## config.mk

```make
export PLATFORM = sky130hd
export DESIGN_NAME = vga_timing_gen
export DESIGN_NICKNAME = d
export VERILOG_FILES = /design/src/rtl/vga_timing_gen.sv
export SDC_FILE = /design/constraint.sdc
export NUM_CORES = 1
export LEC_CHECK = 0
export BUFFER_PORTS_ARGS = -buffer_cell sky130_fd_sc_hd__clkbuf_2
export CAP_MARGIN = 20
export CORE_ASPECT_RATIO = 0.8
export CORE_MARGIN = 2
export CORE_UTILIZATION = 40
export CTS_CLUSTER_SIZE = 10
export DETAILED_ROUTE_END_ITERATION = 8
export PLACE_DENSITY_LB_ADDON = 0.05
export SLEW_MARGIN = 20
export SYNTH_ARGS = -nofsm -noshare
export SYNTH_HDL_FRONTEND = slang
export SYNTH_SLANG_ARGS = --single-unit
```

## constraint.sdc

```tcl
create_clock -name CLK25MHZ -period 6.1 [get_ports CLK25MHZ]
set_input_delay 0.915 -clock CLK25MHZ [delete_from_list [all_inputs] [get_ports CLK25MHZ]]
set_output_delay 0.915 -clock CLK25MHZ [all_outputs]
set_load 0.01 [all_outputs]
```

## src/rtl/vga_timing_gen.sv

```systemverilog
// 640x480@60 VGA raster timing generator: publishes pixel coordinates upstream,
// takes the matching colour one cycle later and drives blanked RGB with aligned syncs.
module vga_timing_gen #(
  parameter int   H_ACTIVE = 640,
  parameter int   H_FP     = 16,
  parameter int   H_SYNC   = 96,
  parameter int   H_BP     = 48,
  parameter int   V_ACTIVE = 480,
  parameter int   V_FP     = 10,
  parameter int   V_SYNC   = 2,
  parameter int   V_BP     = 33,
  parameter logic HS_POL   = 1'b0,
  parameter logic VS_POL   = 1'b0
) (
  input  logic        CLK25MHZ,
  input  logic        ck_rst,
  output logic [9:0]  pixel_x,
  output logic [9:0]  pixel_y,
  output logic        pixel_valid,
  input  logic [11:0] pixel_rgb,
  output logic        next_line,
  output logic        frame_start,
  output logic [3:0]  vga_r,
  output logic [3:0]  vga_g,
  output logic [3:0]  vga_b,
  output logic        vga_hs,
  output logic        vga_vs
);

  localparam int H_TOTAL = H_ACTIVE + H_FP + H_SYNC + H_BP;
  localparam int V_TOTAL = V_ACTIVE + V_FP + V_SYNC + V_BP;

  if (H_TOTAL > 1024 || V_TOTAL > 1024) begin : g_total_check
    $error("vga_timing_gen: H_TOTAL and V_TOTAL must not exceed 1024");
  end

  // Bounds are 11 bits wide so a sync region ending exactly at 1024 still compares correctly.
  localparam logic [9:0]  H_LAST   = 10'(H_TOTAL - 1);
  localparam logic [9:0]  V_LAST   = 10'(V_TOTAL - 1);
  localparam logic [10:0] H_ACT    = 11'(H_ACTIVE);
  localparam logic [10:0] V_ACT    = 11'(V_ACTIVE);
  localparam logic [10:0] HS_START = 11'(H_ACTIVE + H_FP);
  localparam logic [10:0] HS_END   = 11'(H_ACTIVE + H_FP + H_SYNC);
  localparam logic [10:0] VS_START = 11'(V_ACTIVE + V_FP);
  localparam logic [10:0] VS_END   = 11'(V_ACTIVE + V_FP + V_SYNC);

  logic [9:0]  h_q, h_d, v_q, v_d;
  logic        valid_q, valid_d, valid_dly_q, valid_dly_d;
  logic        hs_raw_q, hs_raw_d, vs_raw_q, vs_raw_d;
  logic        hs_lvl_q, hs_lvl_d, vs_lvl_q, vs_lvl_d;
  logic [11:0] rgb_q, rgb_d;

  always_comb begin
    h_d = h_q + 10'd1;
    v_d = v_q;
    if (h_q == H_LAST) begin
      h_d = 10'd0;
      if (v_q == V_LAST) begin
        v_d = 10'd0;
      end else begin
        v_d = v_q + 10'd1;
      end
    end
    // pixel_valid is registered alongside the counters, so it is judged on their next value.
    valid_d     = ({1'b0, h_d} < H_ACT) && ({1'b0, v_d} < V_ACT);
    valid_dly_d = valid_q;
    hs_raw_d    = ({1'b0, h_q} >= HS_START) && ({1'b0, h_q} < HS_END);
    vs_raw_d    = ({1'b0, v_q} >= VS_START) && ({1'b0, v_q} < VS_END);
    hs_lvl_d    = hs_raw_q ? HS_POL : ~HS_POL;
    vs_lvl_d    = vs_raw_q ? VS_POL : ~VS_POL;
    rgb_d       = valid_dly_q ? pixel_rgb : 12'h000;
  end

  always_ff @(posedge CLK25MHZ or negedge ck_rst) begin
    if (!ck_rst) begin
      h_q         <= 10'd0;
      v_q         <= 10'd0;
      valid_q     <= 1'b0;
      valid_dly_q <= 1'b0;
      hs_raw_q    <= 1'b0;
      vs_raw_q    <= 1'b0;
      hs_lvl_q    <= ~HS_POL;
      vs_lvl_q    <= ~VS_POL;
      rgb_q       <= 12'h000;
    end else begin
      h_q         <= h_d;
      v_q         <= v_d;
      valid_q     <= valid_d;
      valid_dly_q <= valid_dly_d;
      hs_raw_q    <= hs_raw_d;
      vs_raw_q    <= vs_raw_d;
      hs_lvl_q    <= hs_lvl_d;
      vs_lvl_q    <= vs_lvl_d;
      rgb_q       <= rgb_d;
    end
  end

  // The last blanking line also requests, so the source can prefetch line 0 of the next frame.
  assign next_line   = ({1'b0, h_q} == H_ACT) &&
                       ((({1'b0, v_q} + 11'd1) < V_ACT) || (v_q == V_LAST));
  assign frame_start = (h_q == 10'd0) && (v_q == 10'd0);

  assign pixel_x     = h_q;
  assign pixel_y     = v_q;
  assign pixel_valid = valid_q;
  assign vga_r       = rgb_q[11:8];
  assign vga_g       = rgb_q[7:4];
  assign vga_b       = rgb_q[3:0];
  assign vga_hs      = hs_lvl_q;
  assign vga_vs      = vs_lvl_q;

endmodule

```

==> impl_results.md <==
* Critical path endpoint category: output pin
* Clock tree from TritonCTS: done
* Number of I/O port buffers at 50
* CTS buffer count at 5
* Area of the multi-input gates at 924.6 µm²
* CP startpoint: pixel_y[0]
* Drt wl/cell at 14.67 µm
* Syn avg cell area at 9.854 µm²
* Dpl ws at 3.014 ns
* Number of distinct library cells after synthesis at 52
* Status: finished, final reports clean
* Hold buffers post-CTS at 0
* Max_slew headroom at 44.95%
* Post-Route Utilization at 50.00%
* FF-to-FF Start: pixel_x[0]
* Total placed instance area at 2245 µm²
* Number of gates resized after CTS at 0
* Slew @ Worst Pin at 0.8257 ns
* Flip-flop and latch area at 953.4 µm²
* Routed metal-1 wirelength at 2288 µm
* Max cap viols at 0
* Core area at 4679 µm²
* Met2 Routed Length at 1823 µm
* Synth Warn # at 0
* Async SR Flop Fraction at 100.0%
* Vias in the first global route at 1,504
* Total leakage power at 1.047 nW
* GRT Util Overall at 18.42%
* H-tree Lvls at 2
* Slowest cell on crit path: or4b_4
* Clk sink count at 38
* DR pass1 iterations at 4
* Root buffer cell: clkbuf_8
* CP cell instances: inv_1 > ha_1 > or4b_4 > nor4_4 > a31oi_1 > a211oi_1 > clkbuf_2
* Fin Hold WS at 0.3588 ns
* Clock Latency Late Sink at 0.29 ns
* Number of synthesized register bits at 38
* Pins over their slew limit at 0
* Antenna diodes at 0
* Die Y at 66.94 µm
* Post-route cell area at 2340 µm²
* # nets final at 264
* Half-perimeter wire length after placement at 3166 µm
* Vias per inst at 5.402
* Setup TNS at 0 ns
* Num ports at 51
* CP Max Fanout at 8
* Detailed-route via count at 1,653
* Share of cells above drive strength 1 at 29.27%
* Hold WC Path Type: flop to flop
* Buf/Inv on CP at 2
* RSZ-0062 raised after global routing: false
* Critical Path AT at 2.52 ns
* Worst Clk Skew at 0.009879 ns
* Largest net degree at the start of global routing at 39
* Fin cells at 306
* GR Overflow Total at 0
* Top delay family on crit path: simple AND/OR/NAND/NOR gates
* Register area share after synthesis at 48.14%
* CP Data Required Time at 5.18 ns
* DRT antenna net count at 0
* Fin crit share at 56.33%
* Routed WL at 4488 µm
* Setup Buffers After CTS at 0
* Final WS setup at 2.664 ns
* Die area at 5534 µm²
* Placer Congestion at 0.7998
* Crit start category: flop
* Syn_nets at 220
* Hold path startpoint: hs_raw_q
* VDD IR max at 0.1003 mV
* Post-synth EDFFs at 0
* Total power at 0.4588 mW
* Placed Cells incl. Taps at 298
* Most common flop cell mapped by yosys: dfrtp_1
* Initial antenna violation count at 0
* Synth-to-Final Area Change at 18.13%
* Fin. Hold Viols at 0
* Clk pin slew, worst setup/hold paths at 0.08 ns
* Fill cells at 473
* Final number of setup-violating endpoints at 0
* Tmin final at 3.436 ns
* Max Used Layer: met4
* # DRC at 0
* PD cells at 196.1 nW/µm²
* DRT iter0 DRCs at 86
* Die extent in x at 82.68 µm
* First-pass GRT wire length at 7583 µm
* Mapped Area at 1981 µm²
* Cells after synthesis at 201
* Clock Tree Buf Depth at 2
* Std-Cell Rows at 22
* Starting Density at 42.33%
* Slowest stage delay, CP at 0.48 ns
* Fmax at 291.0 MHz
* Critical path class: flop to output pin
* Routed wire length on met3 at 340 µm
cells in the mapped netlist (3+ instances only):
library cell | instances | area (µm²)
a211oi_1 | 3 | 22.52
a21oi_1 | 6 | 30.03
a31oi_1 | 3 | 18.77
and2_1 | 15 | 93.84
and4_1 | 4 | 35.03
clkbuf_1 | 10 | 37.54
dfrtp_1 | 36 | 900.9
ha_1 | 5 | 62.56
inv_1 | 11 | 41.29
nand2_1 | 17 | 63.81
nand3_1 | 9 | 45.04
nor2_1 | 12 | 45.04
nor3_1 | 5 | 25.02
nor4_1 | 3 | 18.77
o21ai_0 | 10 | 50.05
xor2_1 | 3 | 26.28
final timing paths:
check | slack (ns) | depth (start not counted) | end
worst min register to register | 0.36 | 1 | vga_hs
min in group asynchronous | 0.72 | 1 | pixel_y[4]
max in group asynchronous | 4.86 | 1 | pixel_x[5]
worst max register to register | 3.72 | 6 | pixel_valid
worst max-delay path | 2.66 | 7 | next_line
worst min-delay path | 0.36 | 1 | vga_hs
where the power goes:
group          internal (mW)  switching (mW)  total (mW)
clock network         0.0909          0.0938       0.185
registers              0.256        0.000982       0.257
logic                0.00756         0.00975      0.0173
total                  0.354           0.105       0.459
placed cells by master (no fill, tap or decap), types with 5 or more instances in the layout:
master,synthesis,layout
and2_1,15,15
clkbuf_2,1,49
nor2_1,12,12
ha_1,5,5
inv_1,11,11
o21ai_0,10,10
dfrtp_1,36,36
a21oi_1,6,6
nand2_1,17,17
nand3_1,9,9
clkbuf_8,0,6
nor3_1,5,5
cell families (layout without fill, tap and decap cells):
| kind of cell | count (synthesis) | in the layout | share of synthesized area [%] |
|---|---|---|---|
| flip-flops | 38 | 38 | 48.14 |
| AND/OR/NAND/NOR | 88 | 88 | 27.10 |
| adder cells (fa/ha/maj) | 5 | 5 | 3.159 |
| XOR/XNOR | 5 | 5 | 2.211 |
| AO/OA/AOI/OAI | 39 | 39 | 13.14 |
| buffers and inverters | 24 | 69 | 5.180 |
| multiplexers | 2 | 2 | 1.074 |
final cells by class:
cell class                      instances  area share (%)
Multi-Input combinational cell        139           39.52
Clock buffer                            6           3.529
Sequential cell                        38           40.75
Timing Repair Buffer                   50           10.70
Inverter                               11           1.765
Clock inverter                          2          0.5348
Tap cell                               60           3.209
sequential cells by signal, indices dropped and copies added (netlist names):
signal,count
pixel_y,10
pixel_valid,1
rgb_q,12
hs_raw_q,1
vga_vs,1
pixel_x,10
vga_hs,1
valid_dly_q,1
vs_raw_q,1
layer usage:
layer / track usage, % / vias up
met2: 25.10 / 55
met1: 28.17 / 784
met3: 4.201 / 4
met4: 6.148 / 0
met5: 0 / -
li1: - / 810
No activity file was read; power rests on OpenSTA's default activity.
